`src/rtl/alu_if.sv`:
```
// Operand/result bundle between the WISC datapath and the alu.
interface alu_if;
   logic [15:0] data_one;
   logic [15:0] data_two;
   logic [3:0]  shift;
   logic [2:0]  control;
   logic [15:0] result;
   logic [2:0]  flags;
   logic        done;

   modport master (
      output data_one, data_two, shift, control,
      input  result, flags, done
   );

   modport slave (
      input  data_one, data_two, shift, control,
      output result, flags, done
   );
endinterface

```
`src/rtl/alu.sv`:
```
// 16-bit WISC ALU: combinational result, registered Z/V/N flags, input-stable done.
// Optional macro ALU_SAT_EN: saturate ADD/SUB/INC on signed overflow.
module alu #(
   parameter int unsigned WIDTH = 16
) (
   input logic   clk,
   input logic   rst_n,
   alu_if.slave  bus
);
   localparam int unsigned MSB    = WIDTH - 1;
   localparam int unsigned SAMP_W = 3 + 2 * WIDTH + 4;

   localparam logic [2:0] OP_ADD  = 3'b000;
   localparam logic [2:0] OP_SUB  = 3'b001;
   localparam logic [2:0] OP_NAND = 3'b010;
   localparam logic [2:0] OP_XOR  = 3'b011;
   localparam logic [2:0] OP_INC  = 3'b100;
   localparam logic [2:0] OP_SRA  = 3'b101;
   localparam logic [2:0] OP_SRL  = 3'b110;
   localparam logic [2:0] OP_SLL  = 3'b111;

   logic [WIDTH-1:0]  a;
   logic [WIDTH-1:0]  b;
   logic [WIDTH-1:0]  arith;
   logic [WIDTH-1:0]  res;
   logic              ovf;
   logic              is_arith;
   logic              set_flags;
   logic [2:0]        flags_d;
   logic [2:0]        flags_q;
   logic [SAMP_W-1:0] samp_d;
   logic [SAMP_W-1:0] samp_q;
   logic              valid_q;

   assign a = WIDTH'(bus.data_one);
   assign b = WIDTH'(bus.data_two);

   // Result datapath; overflow direction always follows A's sign for add and subtract.
   always_comb begin
      arith     = '0;
      ovf       = 1'b0;
      res       = '0;
      is_arith  = 1'b0;
      set_flags = 1'b0;
      case (bus.control)
         OP_ADD, OP_INC: begin
            arith     = a + b;
            ovf       = (a[MSB] == b[MSB]) && (arith[MSB] != a[MSB]);
            is_arith  = 1'b1;
            set_flags = 1'b1;
         end
         OP_SUB: begin
            arith     = a - b;
            ovf       = (a[MSB] != b[MSB]) && (arith[MSB] != a[MSB]);
            is_arith  = 1'b1;
            set_flags = 1'b1;
         end
         OP_NAND: begin
            res       = ~(a & b);
            set_flags = 1'b1;
         end
         OP_XOR: begin
            res       = a ^ b;
            set_flags = 1'b1;
         end
         OP_SRA:  res = WIDTH'($signed(a) >>> bus.shift);
         OP_SRL:  res = a >> bus.shift;
         OP_SLL:  res = a << bus.shift;
         default: res = '0;
      endcase
      if (is_arith) begin
`ifdef ALU_SAT_EN
         if (ovf) res = a[MSB] ? {1'b1, {(WIDTH-1){1'b0}}} : {1'b0, {(WIDTH-1){1'b1}}};
         else     res = arith;
`else
         res = arith;
`endif
      end
   end

   assign flags_d = {(res == '0), (is_arith & ovf), (is_arith & res[MSB])};
   assign samp_d  = {bus.control, bus.data_one, bus.data_two, bus.shift};

   // Flag register holds across shift opcodes.
   always_ff @(posedge clk or negedge rst_n) begin
      if (!rst_n) begin
         flags_q <= 3'b000;
         samp_q  <= '0;
         valid_q <= 1'b0;
      end else begin
         if (set_flags) flags_q <= flags_d;
         samp_q  <= samp_d;
         valid_q <= 1'b1;
      end
   end

   assign bus.result = 16'(res);
   assign bus.flags  = flags_q;
   assign bus.done   = valid_q & (samp_q == samp_d);
endmodule

```
`src/flat_wrapper.sv`:
```
// flat-port wrapper written by rule: the top's interface ports become plain ports
module alu_flat 
#(
   parameter int unsigned WIDTH = 16
)
  (clk, rst_n, bus_data_one, bus_data_two, bus_shift, bus_control, bus_result, bus_flags, bus_done);
  alu_if bus_i ();
  input logic clk;
  input logic rst_n;
  input wire logic [$bits(bus_i.data_one)-1:0] bus_data_one;
  input wire logic [$bits(bus_i.data_two)-1:0] bus_data_two;
  input wire logic [$bits(bus_i.shift)-1:0] bus_shift;
  input wire logic [$bits(bus_i.control)-1:0] bus_control;
  output wire logic [$bits(bus_i.result)-1:0] bus_result;
  output wire logic [$bits(bus_i.flags)-1:0] bus_flags;
  output wire logic [$bits(bus_i.done)-1:0] bus_done;
  assign bus_i.data_one = bus_data_one;
  assign bus_i.data_two = bus_data_two;
  assign bus_i.shift = bus_shift;
  assign bus_i.control = bus_control;
  assign bus_result = bus_i.result;
  assign bus_flags = bus_i.flags;
  assign bus_done = bus_i.done;
  alu #(.WIDTH(WIDTH)) u_core (.clk(clk), .rst_n(rst_n), .bus(bus_i));
endmodule
```
`config.mk`:
```
export PLATFORM = sky130hd
export DESIGN_NAME = alu_flat
export DESIGN_NICKNAME = d
export VERILOG_FILES = /design/src/rtl/alu_if.sv /design/src/rtl/alu.sv /design/src/flat_wrapper.sv
export SDC_FILE = /design/constraint.sdc
export NUM_CORES = 1
export LEC_CHECK = 0
export BUFFER_PORTS_ARGS = -buffer_cell sky130_fd_sc_hd__buf_2
export CORE_MARGIN = 5
export CORE_UTILIZATION = 30
export DETAILED_ROUTE_END_ITERATION = 8
export PLACE_DENSITY = 0.6
export SYNTH_ARGS = -nofsm -noshare
export SYNTH_HDL_FRONTEND = slang
export SYNTH_SLANG_ARGS = --single-unit
```
`constraint.sdc`:
```
create_clock -name clk -period 2.1 [get_ports clk]
set_input_delay 0.105 -clock clk [delete_from_list [all_inputs] [get_ports clk]]
set_output_delay 0.105 -clock clk [all_outputs]
set_load 0.05 [all_outputs]
```
==> impl_results.html, run 1 <==
<table>
<tr><th>Metric</th><th>Value</th></tr>
<tr><th colspan="2">Status</th></tr>
<tr><td>Outcome</td><td>finished with violations</td></tr>
<tr><td>Failing checks</td><td>negative setup slack</td></tr>
<tr><th colspan="2">Setup path</th></tr>
<tr><td>Crit end category</td><td>flop</td></tr>
<tr><td>Crit Reg-Reg Startpoint</td><td>u_core.bus.flags[1]</td></tr>
<tr><td>Largest stage delay on the critical path</td><td>0.55 ns</td></tr>
<tr><td>Number of cell instances on the worst register-to-register path</td><td>1</td></tr>
<tr><td>Crit path to</td><td>u_core.bus.flags[2]</td></tr>
<tr><td>Required time of the worst setup path</td><td>around 2.3 ns</td></tr>
<tr><td>Largest driver fanout on the critical path</td><td>7</td></tr>
<tr><td>Number of logic stages on the critical path including buffering</td><td>12</td></tr>
<tr><td>Buf+Inv Stages, Crit Path</td><td>2</td></tr>
<tr><td>Crit. Startpoint</td><td>bus_data_one[4]</td></tr>
<tr><td>Critical path, cell by cell</td><td>buf_8 &gt; buf_12 &gt; ha_4 &gt; or2_4 &gt; or3_4 &gt; o22ai_4 &gt; o21ai_2 &gt; a2bb2oi_2 &gt; a2111o_1 &gt; nand4bb_1 &gt; or4_1 &gt; o2bb2ai_1</td></tr>
<tr><td>Slack of the worst reg-to-reg path</td><td>around 1.4 ns</td></tr>
<tr><td>Reg-to-reg endpoint</td><td>u_core.bus.flags[1]</td></tr>
<tr><td>Signal arrival time at the worst endpoint</td><td>between 2 and 3 ns</td></tr>
<tr><td>CP max stage cell</td><td>or4_1</td></tr>
<tr><td>Critical Setup Path Class</td><td>in2reg</td></tr>
<tr><td>Crit-path leading delay family</td><td>simple AND/OR/NAND/NOR gates</td></tr>
<tr><td>CP Launch Type</td><td>input port</td></tr>
<tr><th colspan="2">Routing</th></tr>
<tr><td>Detailed-router iteration count before antenna repair</td><td>5</td></tr>
<tr><td>Drc violations</td><td>0</td></tr>
<tr><td>Iteration-0 DRC count of the detailed router</td><td>805</td></tr>
<tr><td>Per-cell routed wire length</td><td>just over 20 microns</td></tr>
<tr><td>Overall routed net length</td><td>26000 microns</td></tr>
<tr><td>Remaining number of nets flagged by the antenna check after routing</td><td>0</td></tr>
<tr><td>Average vias per placed instance</td><td>around 5.6</td></tr>
<tr><td>Overall via count from detail_route</td><td>7087</td></tr>
<tr><th colspan="2">Synth</th></tr>
<tr><td>Synthesized flop and latch total</td><td>between 40 and 50</td></tr>
<tr><td>Distinct cell type count after synthesis</td><td>a little over 80</td></tr>
<tr><td>Dominant register cell in the synthesized netlist</td><td>dfrtp_1</td></tr>
<tr><td>Post-Synthesis Net Count</td><td>about 780</td></tr>
<tr><td>Sequential area share after synthesis</td><td>between 10% and 20%</td></tr>
<tr><td>Netlist area before placement</td><td>just under 0.006 sq mm</td></tr>
<tr><td>Number of flops mapped to enable cells by yosys</td><td>0</td></tr>
<tr><td>Count of yosys warnings during synthesis</td><td>0</td></tr>
<tr><td>Mean cell area of the mapped netlist</td><td>8.26 sq um</td></tr>
<tr><td>Async set or reset register ratio after synthesis</td><td>100%</td></tr>
<tr><td>Number of instances in the synthesized netlist</td><td>approximately 700</td></tr>
<tr><th colspan="2">Clock tree</th></tr>
<tr><td>H-tree level count</td><td>2</td></tr>
<tr><td>Largest buffer count on any clock path</td><td>2</td></tr>
<tr><td>Insertion delay to the later sink of the worst-skew pair</td><td>between 0.2 and 0.3 ns</td></tr>
<tr><td>Clock Sinks</td><td>43</td></tr>
<tr><td>Clock buffer count from CTS</td><td>5</td></tr>
<tr><td>Clock Root Buffer</td><td>clkbuf_16</td></tr>
<tr><td>Clock transition at path regs</td><td>roughly 0.060 ns</td></tr>
<tr><td>TritonCTS clock tree</td><td>yes</td></tr>
<tr><th colspan="2">Floorplan</th></tr>
<tr><td>Floorplan die area</td><td>0.0222 sq mm</td></tr>
<tr><td>Number of rows in the core area</td><td>50</td></tr>
<tr><td>Initial Util</td><td>between 30% and 40%</td></tr>
<tr><td>Core area</td><td>roughly 0.019 sq mm</td></tr>
<tr><td>Floorplan die height</td><td>149 microns</td></tr>
<tr><td>I/O pin count</td><td>61</td></tr>
<tr><td>Die extent in x</td><td>approximately 150 microns</td></tr>
<tr><th colspan="2">Timing</th></tr>
<tr><td>Clock tree skew after final layout</td><td>0 ns</td></tr>
<tr><td>Hold violation total from the final report</td><td>0</td></tr>
<tr><td>Achievable frequency</td><td>approximately 380 MHz</td></tr>
<tr><td>Slew Viols, Final</td><td>0</td></tr>
<tr><td>Minimum clock period</td><td>2.65 ns</td></tr>
<tr><td>Share of the cycle needed by the critical path after routing</td><td>126%</td></tr>
<tr><td>RSZ-0062 raised after global routing</td><td>true</td></tr>
<tr><td>Crit path setup slack, layout</td><td>-0.551 ns</td></tr>
<tr><td>Final setup violation count</td><td>14</td></tr>
<tr><th colspan="2">Layout</th></tr>
<tr><td>Fraction of final layout cells with drive strength greater than 1</td><td>roughly 54%</td></tr>
<tr><td>Final design utilization</td><td>between 50% and 60%</td></tr>
<tr><td>Commonest non-fill, non-tap cell in the layout</td><td>buf_4</td></tr>
<tr><td>Final design area excluding fillers</td><td>around 0.0099 sq mm</td></tr>
<tr><td>Antenna diode count</td><td>0</td></tr>
<tr><td>Area growth from synthesis to final layout</td><td>70.5%</td></tr>
<tr><td>Count of nets after finishing</td><td>roughly 1100</td></tr>
<tr><td>Highest-count cells in the layout ignoring fill and taps</td><td>253 x buf_4, 45 x nand2_1, 43 x nor2_1, 43 x buf_6, 43 x dfrtp_1</td></tr>
<tr><th colspan="2">Pwr</th></tr>
<tr><td>Leak pwr</td><td>4.30 nW</td></tr>
<tr><td>Power density over cell area</td><td>roughly 460 mW/mm^2</td></tr>
<tr><td>Worst voltage drop across the vdd grid</td><td>between 0.0003 and 0.0004 V</td></tr>
<tr><th colspan="2">Min path</th></tr>
<tr><td>Worst min-delay path category</td><td>in2reg</td></tr>
<tr><th colspan="2">Global route</th></tr>
<tr><td>Pin count of the biggest net entering global routing</td><td>27</td></tr>
<tr><td>Remaining global-route overflow</td><td>0</td></tr>
<tr><td>Overall Global Routing Usage</td><td>between 20% and 30%</td></tr>
<tr><td>Wire length of the first global-routing pass</td><td>39000 microns</td></tr>
<tr><td>Via count of the first global-routing pass</td><td>6823</td></tr>
<tr><td>Antenna violations before repair</td><td>0</td></tr>
<tr><th colspan="2">Placement</th></tr>
<tr><td>Half-perimeter wire length after detailed placement</td><td>between 15000 and 20000 microns</td></tr>
<tr><td>Routability cong.</td><td>between 0.9 and 1</td></tr>
<tr><td>DP Worst Slack</td><td>-0.932 ns</td></tr>
<tr><td># port buffers</td><td>60</td></tr>
<tr><td>Placed Area</td><td>just over 0.008 sq mm</td></tr>
<tr><th colspan="2">Run</th></tr>
<tr><td>Count of maximum capacitance violations</td><td>0</td></tr>
</table>
-- synth_stat cells, types with 9 or more instances --
master	n	area share, %
o211ai_1	11	1.4
nand2b_1	12	1.3
nor3_1	22	1.9
nor2_1	49	3.2
ha_1	32	6.9
buf_2	12	1.0
o22ai_1	9	0.97
mux2_2	14	2.7
a211oi_1	14	1.8
inv_1	33	2.1
xor2_1	34	5.1
a21oi_1	48	4.1
nand2_1	49	3.2
nand3_1	14	1.2
mux4_2	15	5.8
xnor2_1	9	1.4
dfrtp_1	43	19
clkbuf_1	31	2.0
mux2i_1	31	5.4
nand4_1	12	1.3
o21ai_0	28	2.4
nor2b_1	13	1.4
nor4_1	13	1.4
-- metrics by stage --
stage | total power [mW] | hold WS [ns] | cells | setup TNS (ns)
floorplan | 2.10 | -0.191 | 701 | -1.39
global placement | 2.99 | -0.0720 | 1206 | -7.15
detailed placement | 3.00 | -0.0702 | 1206 | -7.24
CTS | 4.28 | -0.00804 | 1240 | -3.00
global route | 4.73 | 0.0349 | 1260 | -4.42
finish | 4.54 | 0.0427 | 1260 | -3.51
-- where the power goes --
part	switching [mW]	internal, mW	leakage (nW)
combinational	1.43	1.33	3.72
clock	0.328	0.555	0.0769
sequential	0.0202	0.874	0.505
total	1.78	2.76	4.30
-- area by class of cell --
class | count | area, sq um
fillers | 1692 | 8960
clock buffers | 6 | 129
well taps | 260 | 325
multi-input cells | 568 | 5200
flip-flops and latches | 43 | 1080
repair buffers | 348 | 2970
inverters | 34 | 140
clock inverters | 1 | 30.0
-- flip-flops by register name, summed over array words and instances (netlist names) --
name and flops:
u_core.samp_q 39, u_core.bus.flags 3, u_core.valid_q 1
-- cells by family (layout without fill, tap and decap cells) --
kind of cell    after synthesis  after routing  synth area share (%)
buf+inv                      90            389                  7.07
fa+ha+maj                    34             34                  7.61
mux                          64             64                  15.7
xor+xnor                     43             43                  6.50
compound gates              193            193                  23.1
simple gates                233            233                  21.3
flops                        43             43                  18.6
other cells                   1              1                0.0648
-- layer usage --
metal | track usage, % | wire length (microns)
met1 | 30.4 | 11000
met2 | 37.1 | 12400
met3 | 2.43 | 1690
met4 | 6.50 | 922
met5 | 0 | 0
-- worst min-delay path by stage --
stage	depth (start not counted)	slack [ns]	start	to
5_1_grt	1	0.03	bus_data_one[7]	u_core.samp_q[27]
3_3_place_gp	1	-0.07	rst_n	u_core.samp_q[37]
6_report	1	0.04	bus_data_one[7]	u_core.samp_q[27]
4_1_cts	1	-0.008	bus_data_one[1]	u_core.samp_q[21]
3_5_place_dp	1	-0.07	rst_n	u_core.samp_q[37]
2_1_floorplan	0	-0.19	rst_n	u_core.bus.flags[0]
-- repair_timing --
item / in CTS / in global routing
hold endpoints to repair: 44 / 1
setup buffers: 29 / 22
hold buffers: 1 / 1
endpoints found under the setup margin: 17 / 17
pin swaps: 48 / 60
cloned: 1 / 0
gates resized for setup: 195 / 94
No activity file was read; power rests on OpenSTA's default activity.
==> run 2: changes to the inputs <==
- HOLD_SLACK_MARGIN: default -> 0.08
==> run 2 against run 1 <==
The run still ends with negative setup slack left. Hold slack better by 0.031 ns. Maximum frequency is essentially flat. Sequential power is essentially flat. Non-clock buffer count rose by 12. Final area is 1.7% higher. Critical path depth up 2. Sequential share of layout area down 0.18 points. Combinational power about the same. Sequential cell count is the same. Die area is the same. Final cell count increased by 0.95%. Critical endpoint unchanged. Largest cell class unchanged.
==> impl_results.html, run 2 (synthesized netlist as in run 1, its figures left out) <==
<table>
<tr><th>Metric</th><th>Value</th></tr>
<tr><th colspan="2">Layout</th></tr>
<tr><td>Fraction of final layout cells with drive strength greater than 1</td><td>52.6% (was 53.5%)</td></tr>
<tr><td>Final design utilization</td><td>53.3% (was 52.4%)</td></tr>
<tr><td>Max FFs per register</td><td>39 (unchanged)</td></tr>
<tr><td>Register containing the most flip-flops in the final layout</td><td>u_core.samp_q (unchanged)</td></tr>
<tr><td>Final standard cell count with taps included and fillers excluded</td><td>1272 (was 1260)</td></tr>
<tr><td>Count of nets after finishing</td><td>1087 (was 1075)</td></tr>
<tr><td>Final design area excluding fillers</td><td>0.0100 sq mm (was 0.00987 sq mm)</td></tr>
<tr><td>Area growth from synthesis to final layout</td><td>73.4% (was 70.5%)</td></tr>
<tr><td>Commonest non-fill, non-tap cell in the layout</td><td>buf_4 (unchanged)</td></tr>
<tr><td>Antenna diode count</td><td>0 (unchanged)</td></tr>
<tr><td>Fillers</td><td>1662 (was 1692)</td></tr>
<tr><td>Highest-count cells in the layout ignoring fill and taps</td><td>246 x buf_4, 47 x buf_6, 46 x nand2_1, 43 x nor2_1, 43 x dfrtp_1 (was 253 x buf_4, 45 x nand2_1, 43 x nor2_1, 43 x buf_6, 43 x dfrtp_1)</td></tr>
<tr><th colspan="2">Status</th></tr>
<tr><td>Outcome</td><td>finished with violations (unchanged)</td></tr>
<tr><td>Failing checks</td><td>negative setup slack (unchanged)</td></tr>
<tr><th colspan="2">Timing</th></tr>
<tr><td>Slew Viols, Final</td><td>0 (unchanged)</td></tr>
<tr><td>Share of the cycle needed by the critical path after routing</td><td>126% (about the same)</td></tr>
<tr><td>Minimum clock period</td><td>2.65 ns (about the same)</td></tr>
<tr><td>Final setup violation count</td><td>12 (was 14)</td></tr>
<tr><td>Clock tree skew after final layout</td><td>0 ns (unchanged)</td></tr>
<tr><td>Hold violation total from the final report</td><td>0 (unchanged)</td></tr>
<tr><td>Fin Setup TNS</td><td>-3.66 ns (was -3.51 ns)</td></tr>
<tr><td>Crit path setup slack, layout</td><td>-0.548 ns (was -0.551 ns)</td></tr>
<tr><td>Achievable frequency</td><td>378 MHz (was 377 MHz)</td></tr>
<tr><td>RSZ-0062 raised after global routing</td><td>true (unchanged)</td></tr>
<tr><th colspan="2">Clock tree</th></tr>
<tr><td>TritonCTS clock tree</td><td>yes (unchanged)</td></tr>
<tr><td>Clock Sinks</td><td>43 (unchanged)</td></tr>
<tr><td>Clock transition at path regs</td><td>0.06 ns (about the same)</td></tr>
<tr><td>Insertion delay to the later sink of the worst-skew pair</td><td>0.29 ns (about the same)</td></tr>
<tr><td>Clock Root Buffer</td><td>clkbuf_16 (unchanged)</td></tr>
<tr><td>H-tree level count</td><td>2 (unchanged)</td></tr>
<tr><td>Largest buffer count on any clock path</td><td>2 (unchanged)</td></tr>
<tr><td>Clock buffer count from CTS</td><td>5 (unchanged)</td></tr>
<tr><th colspan="2">Setup path</th></tr>
<tr><td>CP Launch Type</td><td>input port (unchanged)</td></tr>
<tr><td>Signal arrival time at the worst endpoint</td><td>2.87 ns (about the same)</td></tr>
<tr><td>Largest driver fanout on the critical path</td><td>4 (was 7)</td></tr>
<tr><td>Critical Setup Path Class</td><td>in2reg (unchanged)</td></tr>
<tr><td>Required time of the worst setup path</td><td>2.32 ns (about the same)</td></tr>
<tr><td>Number of cell instances on the worst register-to-register path</td><td>1 (unchanged)</td></tr>
<tr><td>Crit end category</td><td>flop (unchanged)</td></tr>
<tr><th colspan="2">Pwr</th></tr>
<tr><td>Worst voltage drop across the vdd grid</td><td>0.000358 V (was 0.000371 V)</td></tr>
<tr><td>Power density over cell area</td><td>455 mW/mm^2 (was 460 mW/mm^2)</td></tr>
<tr><td>Total Power Consumption</td><td>4.57 mW (was 4.54 mW)</td></tr>
<tr><td>Leak pwr</td><td>4.37 nW (was 4.30 nW)</td></tr>
<tr><th colspan="2">Global route</th></tr>
<tr><td>Wire length of the first global-routing pass</td><td>39500 microns (was 39000 microns)</td></tr>
<tr><td>Pin count of the biggest net entering global routing</td><td>27 (unchanged)</td></tr>
<tr><td>Remaining global-route overflow</td><td>0 (unchanged)</td></tr>
<tr><td>Via count of the first global-routing pass</td><td>6917 (was 6823)</td></tr>
<tr><td>Antenna violations before repair</td><td>0 (unchanged)</td></tr>
<tr><td>Overall Global Routing Usage</td><td>22.5% (was 22.2%)</td></tr>
<tr><th colspan="2">Placement</th></tr>
<tr><td># placed instances</td><td>1206 (unchanged)</td></tr>
<tr><td>Placed Area</td><td>0.00810 sq mm (unchanged)</td></tr>
<tr><td>Half-perimeter wire length after detailed placement</td><td>19500 microns (unchanged)</td></tr>
<tr><td># port buffers</td><td>60 (unchanged)</td></tr>
<tr><td>Routability cong.</td><td>0.991 (unchanged)</td></tr>
<tr><th colspan="2">Floorplan</th></tr>
<tr><td>Floorplan die height</td><td>149 microns (unchanged)</td></tr>
<tr><td>I/O pin count</td><td>61 (unchanged)</td></tr>
<tr><td>Die extent in x</td><td>149 microns (unchanged)</td></tr>
<tr><td>Number of rows in the core area</td><td>50 (unchanged)</td></tr>
<tr><td>Core area</td><td>0.0188 sq mm (unchanged)</td></tr>
<tr><td>Floorplan die area</td><td>0.0222 sq mm (unchanged)</td></tr>
<tr><td>Initial Util</td><td>30.8% (unchanged)</td></tr>
<tr><th colspan="2">Routing</th></tr>
<tr><td>Overall routed net length</td><td>26200 microns (was 26000 microns)</td></tr>
<tr><td>Per-cell routed wire length</td><td>20.6 microns (was 20.7 microns)</td></tr>
<tr><td>Average vias per placed instance</td><td>5.58 (was 5.62)</td></tr>
<tr><td>Iteration-0 DRC count of the detailed router</td><td>709 (was 805)</td></tr>
<tr><td>Remaining number of nets flagged by the antenna check after routing</td><td>0 (unchanged)</td></tr>
<tr><td>Drc violations</td><td>0 (unchanged)</td></tr>
<tr><td>Overall via count from detail_route</td><td>7096 (was 7087)</td></tr>
<tr><td>Detailed-router iteration count before antenna repair</td><td>5 (unchanged)</td></tr>
<tr><th colspan="2">Min path</th></tr>
<tr><td>Hold depth</td><td>2 (was 1)</td></tr>
<tr><td>Worst min-delay path category</td><td>in2reg (unchanged)</td></tr>
<tr><th colspan="2">Run</th></tr>
<tr><td>Count of maximum capacitance violations</td><td>0 (unchanged)</td></tr>
</table>
==> run 2: critical path, cell delays in order <==
cell and delay [ns]:
buf_12 0.09, ha_4 0.13, inv_2 0.03, fa_2 0.36, o21bai_1 0.17, a21oi_2 0.11
o31a_1 0.32, buf_4 0.17, a21oi_2 0.12, a22oi_2 0.09, nor4_2 0.30, nand4bb_1 0.16
or4_1 0.55, o2bb2ai_1 0.15
==> run 2: area by class of cell <==
type	count	area [sq um]	area share (%)
inverters	34	143	1.42
multi-input cells	568	5210	51.9
repair buffers	360	3120	31.1
well taps	260	325	3.24
clock buffers	6	129	1.28
clock inverters	1	30.0	0.299
flip-flops and latches	43	1080	10.7
==> run 2: layer usage <==
layer | GRT usage [%] | part of all wire, %
met4 | 6.45 | 3.5
met5 | 0 | 0
met1 | 30.7 | 42
met2 | 37.3 | 47
met3 | 3.10 | 7.3
==> run 2: per-stage QoR <==
stage,hold WS [ns],worst slack [ns]
6_report,0.0737,-0.548
5_1_grt,0.0834,-0.621
4_1_cts,-0.00804,-0.491
3_5_place_dp,-0.0702,-0.932
3_3_place_gp,-0.0720,-0.938
2_1_floorplan,-0.191,-0.824
==> run 2: repair_timing <==
action                                  in CTS  in global routing
hold buffers                                16                  2
pin swaps                                   48                 62
setup buffers                               29                 21
hold endpoints to repair                    59                  2
gates resized for setup                    195                104
cloned                                       1                  0
endpoints found under the setup margin      17                 17
==> run 2: power breakdown <==
part           leakage [nW]  switching (mW)  internal (mW)
Clock                0.0769           0.328          0.555
Combinational          3.79            1.44           1.35
Sequential            0.505          0.0202          0.874
Total                  4.37            1.79           2.78
==> run 2: final timing paths <==
path,from,endpoint,slack [ns]
max,bus_data_one[0],u_core.bus.flags[2],-0.55
min,bus_data_two[7],u_core.samp_q[11],0.07
max reg2reg,u_core.bus.flags[1],u_core.bus.flags[1],1.39
min reg2reg,u_core.bus.flags[0],u_core.bus.flags[0],0.49
max in group asynchronous,rst_n,u_core.samp_q[32],1.36
min in group asynchronous,rst_n,u_core.samp_q[37],0.16
==> run 3: changes to the inputs <==
- REMOVE_ABC_BUFFERS: default -> 1
==> run 3 against run 2 <==
The flow still finishes with violations (negative setup slack). Combinational power rose by 1%. Largest cell class unchanged. Largest power group unchanged. Sequential cell count did not move. Critical path depth fell by 1.
==> impl_results.html, run 3 (synthesized netlist as in run 1, its figures left out) <==
<table>
<tr><th>Metric</th><th>Value</th></tr>
<tr><th colspan="2">Status</th></tr>
<tr><td>Outcome</td><td>finished with violations (unchanged)</td></tr>
<tr><td>Failing checks</td><td>negative setup slack (unchanged)</td></tr>
<tr><th colspan="2">Timing</th></tr>
<tr><td>Crit path setup slack, layout</td><td>-0.509 ns (was -0.548 ns)</td></tr>
<tr><td>RSZ-0062 raised after global routing</td><td>true (unchanged)</td></tr>
<tr><td>Clock tree skew after final layout</td><td>0 ns (unchanged)</td></tr>
<tr><td>Share of the cycle needed by the critical path after routing</td><td>124% (was 126%)</td></tr>
<tr><td>Slew Viols, Final</td><td>0 (unchanged)</td></tr>
<tr><td>Fin Setup TNS</td><td>-3.74 ns (was -3.66 ns)</td></tr>
<tr><td>Minimum clock period</td><td>2.61 ns (was 2.65 ns)</td></tr>
<tr><td>Hold violation total from the final report</td><td>0 (unchanged)</td></tr>
<tr><td>Final setup violation count</td><td>13 (was 12)</td></tr>
<tr><td>Achievable frequency</td><td>383 MHz (was 378 MHz)</td></tr>
<tr><th colspan="2">Pwr</th></tr>
<tr><td>Int Pwr</td><td>2.70 mW (was 2.78 mW)</td></tr>
<tr><td>Power density over cell area</td><td>452 mW/mm^2 (was 455 mW/mm^2)</td></tr>
<tr><td>Switching power summed over all nets</td><td>1.88 mW (was 1.79 mW)</td></tr>
<tr><td>Combinational share of power</td><td>61.8% (was 61.1%)</td></tr>
<tr><td>Switching Share</td><td>41.1% (was 39.2%)</td></tr>
<tr><td>Proportion of power drawn by the clock network</td><td>18.7% (was 19.3%)</td></tr>
<tr><td>Part of the total power dissipated in sequential elements</td><td>19.5% (was 19.6%)</td></tr>
<tr><td>Worst voltage drop across the vdd grid</td><td>0.000280 V (was 0.000358 V)</td></tr>
<tr><td>Leak pwr</td><td>4.47 nW (was 4.37 nW)</td></tr>
<tr><th colspan="2">Global route</th></tr>
<tr><td>Wire length of the first global-routing pass</td><td>40500 microns (was 39500 microns)</td></tr>
<tr><td>Via count of the first global-routing pass</td><td>7056 (was 6917)</td></tr>
<tr><td>Antenna violations before repair</td><td>0 (unchanged)</td></tr>
<tr><td>Remaining global-route overflow</td><td>0 (unchanged)</td></tr>
<tr><td>Pin count of the biggest net entering global routing</td><td>20 (was 27)</td></tr>
<tr><td>Overall Global Routing Usage</td><td>23.2% (was 22.5%)</td></tr>
<tr><th colspan="2">Floorplan</th></tr>
<tr><td>Floorplan die area</td><td>0.0222 sq mm (unchanged)</td></tr>
<tr><td>Number of rows in the core area</td><td>50 (unchanged)</td></tr>
<tr><td>Floorplan die height</td><td>149 microns (unchanged)</td></tr>
<tr><td>Initial Util</td><td>30.8% (unchanged)</td></tr>
<tr><td>Core area</td><td>0.0188 sq mm (unchanged)</td></tr>
<tr><td>Die extent in x</td><td>149 microns (unchanged)</td></tr>
<tr><td>I/O pin count</td><td>61 (unchanged)</td></tr>
<tr><th colspan="2">Layout</th></tr>
<tr><td>Area growth from synthesis to final layout</td><td>75.1% (was 73.4%)</td></tr>
<tr><td>Commonest non-fill, non-tap cell in the layout</td><td>buf_4 (unchanged)</td></tr>
<tr><td>Register containing the most flip-flops in the final layout</td><td>u_core.samp_q (unchanged)</td></tr>
<tr><td>Antenna diode count</td><td>0 (unchanged)</td></tr>
<tr><td>Count of nets after finishing</td><td>1109 (was 1087)</td></tr>
<tr><td>Fraction of final layout cells with drive strength greater than 1</td><td>54.4% (was 52.6%)</td></tr>
<tr><td>Final design utilization</td><td>53.9% (was 53.3%)</td></tr>
<tr><td>Final standard cell count with taps included and fillers excluded</td><td>1295 (was 1272)</td></tr>
<tr><td>Highest-count cells in the layout ignoring fill and taps</td><td>274 x buf_4, 46 x nor2_1, 46 x nand2_1, 43 x dfrtp_1, 37 x buf_6 (was 246 x buf_4, 47 x buf_6, 46 x nand2_1, 43 x nor2_1, 43 x dfrtp_1)</td></tr>
<tr><td>Fillers</td><td>1641 (was 1662)</td></tr>
<tr><td>Max FFs per register</td><td>39 (unchanged)</td></tr>
<tr><th colspan="2">Setup path</th></tr>
<tr><td>Crit-path leading delay family</td><td>compound AO/OA/AOI/OAI gates (was simple AND/OR/NAND/NOR gates)</td></tr>
<tr><td>CP max stage cell</td><td>or3b_4 (was or4_1)</td></tr>
<tr><td>Largest stage delay on the critical path</td><td>0.41 ns (was 0.55 ns)</td></tr>
<tr><td>CP Launch Type</td><td>input port (unchanged)</td></tr>
<tr><td>Critical path, cell by cell</td><td>buf_12 &gt; ha_4 &gt; inv_2 &gt; fa_2 &gt; o21bai_1 &gt; a21oi_2 &gt; o31a_1 &gt; buf_4 &gt; o22ai_4 &gt; a211oi_2 &gt; or3b_4 &gt; o21ai_2 &gt; buf_6 (was buf_12 &gt; ha_4 &gt; inv_2 &gt; fa_2 &gt; o21bai_1 &gt; a21oi_2 &gt; o31a_1 &gt; buf_4 &gt; a21oi_2 &gt; a22oi_2 &gt; nor4_2 &gt; nand4bb_1 &gt; or4_1 &gt; o2bb2ai_1)</td></tr>
<tr><td>Crit end category</td><td>output pin (was flop)</td></tr>
<tr><td>Required time of the worst setup path</td><td>2.00 ns (was 2.32 ns)</td></tr>
<tr><td>Buf+Inv Stages, Crit Path</td><td>4 (was 3)</td></tr>
<tr><td>Largest driver fanout on the critical path</td><td>4 (unchanged)</td></tr>
<tr><td>Signal arrival time at the worst endpoint</td><td>2.50 ns (was 2.87 ns)</td></tr>
<tr><td>Critical Setup Path Class</td><td>in2out (was in2reg)</td></tr>
<tr><th colspan="2">Clock tree</th></tr>
<tr><td>Clock Root Buffer</td><td>clkbuf_16 (unchanged)</td></tr>
<tr><td>Clock buffer count from CTS</td><td>5 (unchanged)</td></tr>
<tr><td>Insertion delay to the later sink of the worst-skew pair</td><td>0.30 ns (was 0.29 ns)</td></tr>
<tr><td>H-tree level count</td><td>2 (unchanged)</td></tr>
<tr><td>Clock Sinks</td><td>43 (unchanged)</td></tr>
<tr><td>TritonCTS clock tree</td><td>yes (unchanged)</td></tr>
<tr><td>Clock transition at path regs</td><td>0.07 ns (was 0.06 ns)</td></tr>
<tr><td>Largest buffer count on any clock path</td><td>2 (unchanged)</td></tr>
<tr><th colspan="2">Min path</th></tr>
<tr><td>Worst min-delay path category</td><td>in2reg (unchanged)</td></tr>
<tr><th colspan="2">Placement</th></tr>
<tr><td># placed instances</td><td>1234 (was 1206)</td></tr>
<tr><td># port buffers</td><td>60 (unchanged)</td></tr>
<tr><td>Half-perimeter wire length after detailed placement</td><td>20600 microns (was 19500 microns)</td></tr>
<tr><td>Routability cong.</td><td>1.05 (was 0.991)</td></tr>
<tr><td>DP Worst Slack</td><td>-1.02 ns (was -0.932 ns)</td></tr>
<tr><th colspan="2">Routing</th></tr>
<tr><td>Average vias per placed instance</td><td>5.62 (was 5.58)</td></tr>
<tr><td>Overall via count from detail_route</td><td>7281 (was 7096)</td></tr>
<tr><td>Overall routed net length</td><td>27300 microns (was 26200 microns)</td></tr>
<tr><td>Per-cell routed wire length</td><td>21.0 microns (was 20.6 microns)</td></tr>
<tr><td>Iteration-0 DRC count of the detailed router</td><td>724 (was 709)</td></tr>
<tr><td>Drc violations</td><td>0 (unchanged)</td></tr>
<tr><td>Remaining number of nets flagged by the antenna check after routing</td><td>0 (unchanged)</td></tr>
<tr><td>Detailed-router iteration count before antenna repair</td><td>5 (unchanged)</td></tr>
<tr><th colspan="2">Run</th></tr>
<tr><td>Count of maximum capacitance violations</td><td>0 (unchanged)</td></tr>
</table>
## run 3: metal layers
layer	global-route usage [%]	share of wire, %
met1	30.4	42
met2	40.4	48
met3	1.98	5.9
met4	7.55	4.0
met5	0	0
## run 3: worst paths after layout
path,start,endpoint,slack [ns],cells after the start
max,bus_data_one[0],bus_result[14],-0.51,13
min,bus_data_two[8],u_core.samp_q[12],0.12,2
max reg2reg,u_core.bus.flags[1],u_core.bus.flags[1],1.40,1
min reg2reg,u_core.bus.flags[0],u_core.bus.flags[0],0.47,2
max in group asynchronous,rst_n,u_core.samp_q[17],1.18,3
min in group asynchronous,rst_n,u_core.samp_q[14],0.31,2
## run 3: power groups by stage
stage          clock, mW  sequential [mW]  combinational (mW)
6_report           0.855            0.893                2.83
5_1_grt            0.892            0.899                2.98
4_1_cts            0.864            0.893                2.45
3_5_place_dp           0            0.909                2.12
3_3_place_gp           0            0.907                2.11
2_1_floorplan          0            0.928                1.02
## run 3: layout make-up
type	instances	area, sq um	area share [%]
clock buffers	5	125	1.23
clock inverters	3	26.3	0.259
inverters	34	148	1.46
multi-input cells	568	5220	51.5
flip-flops and latches	43	1080	10.6
well taps	260	325	3.21
repair buffers	382	3220	31.8
## run 3: repair_timing
item	CTS	global route
hold buffers	13	4
pin swaps	57	60
setup endpoints to repair	19	19
resized for setup	160	160
cloned	2	0
endpoints found under the hold margin	29	4
setup buffers	16	25
## run 3: metrics by stage
stage	instance area [sq um]	hold slack (ns)	power, mW
finish	10100	0.115	4.58
global route	10100	0.107	4.77
CTS	9270	0.0808	4.21
detailed placement	8190	0.0934	3.02
global placement	8190	0.0838	3.02
floorplan	5510	-0.191	1.95
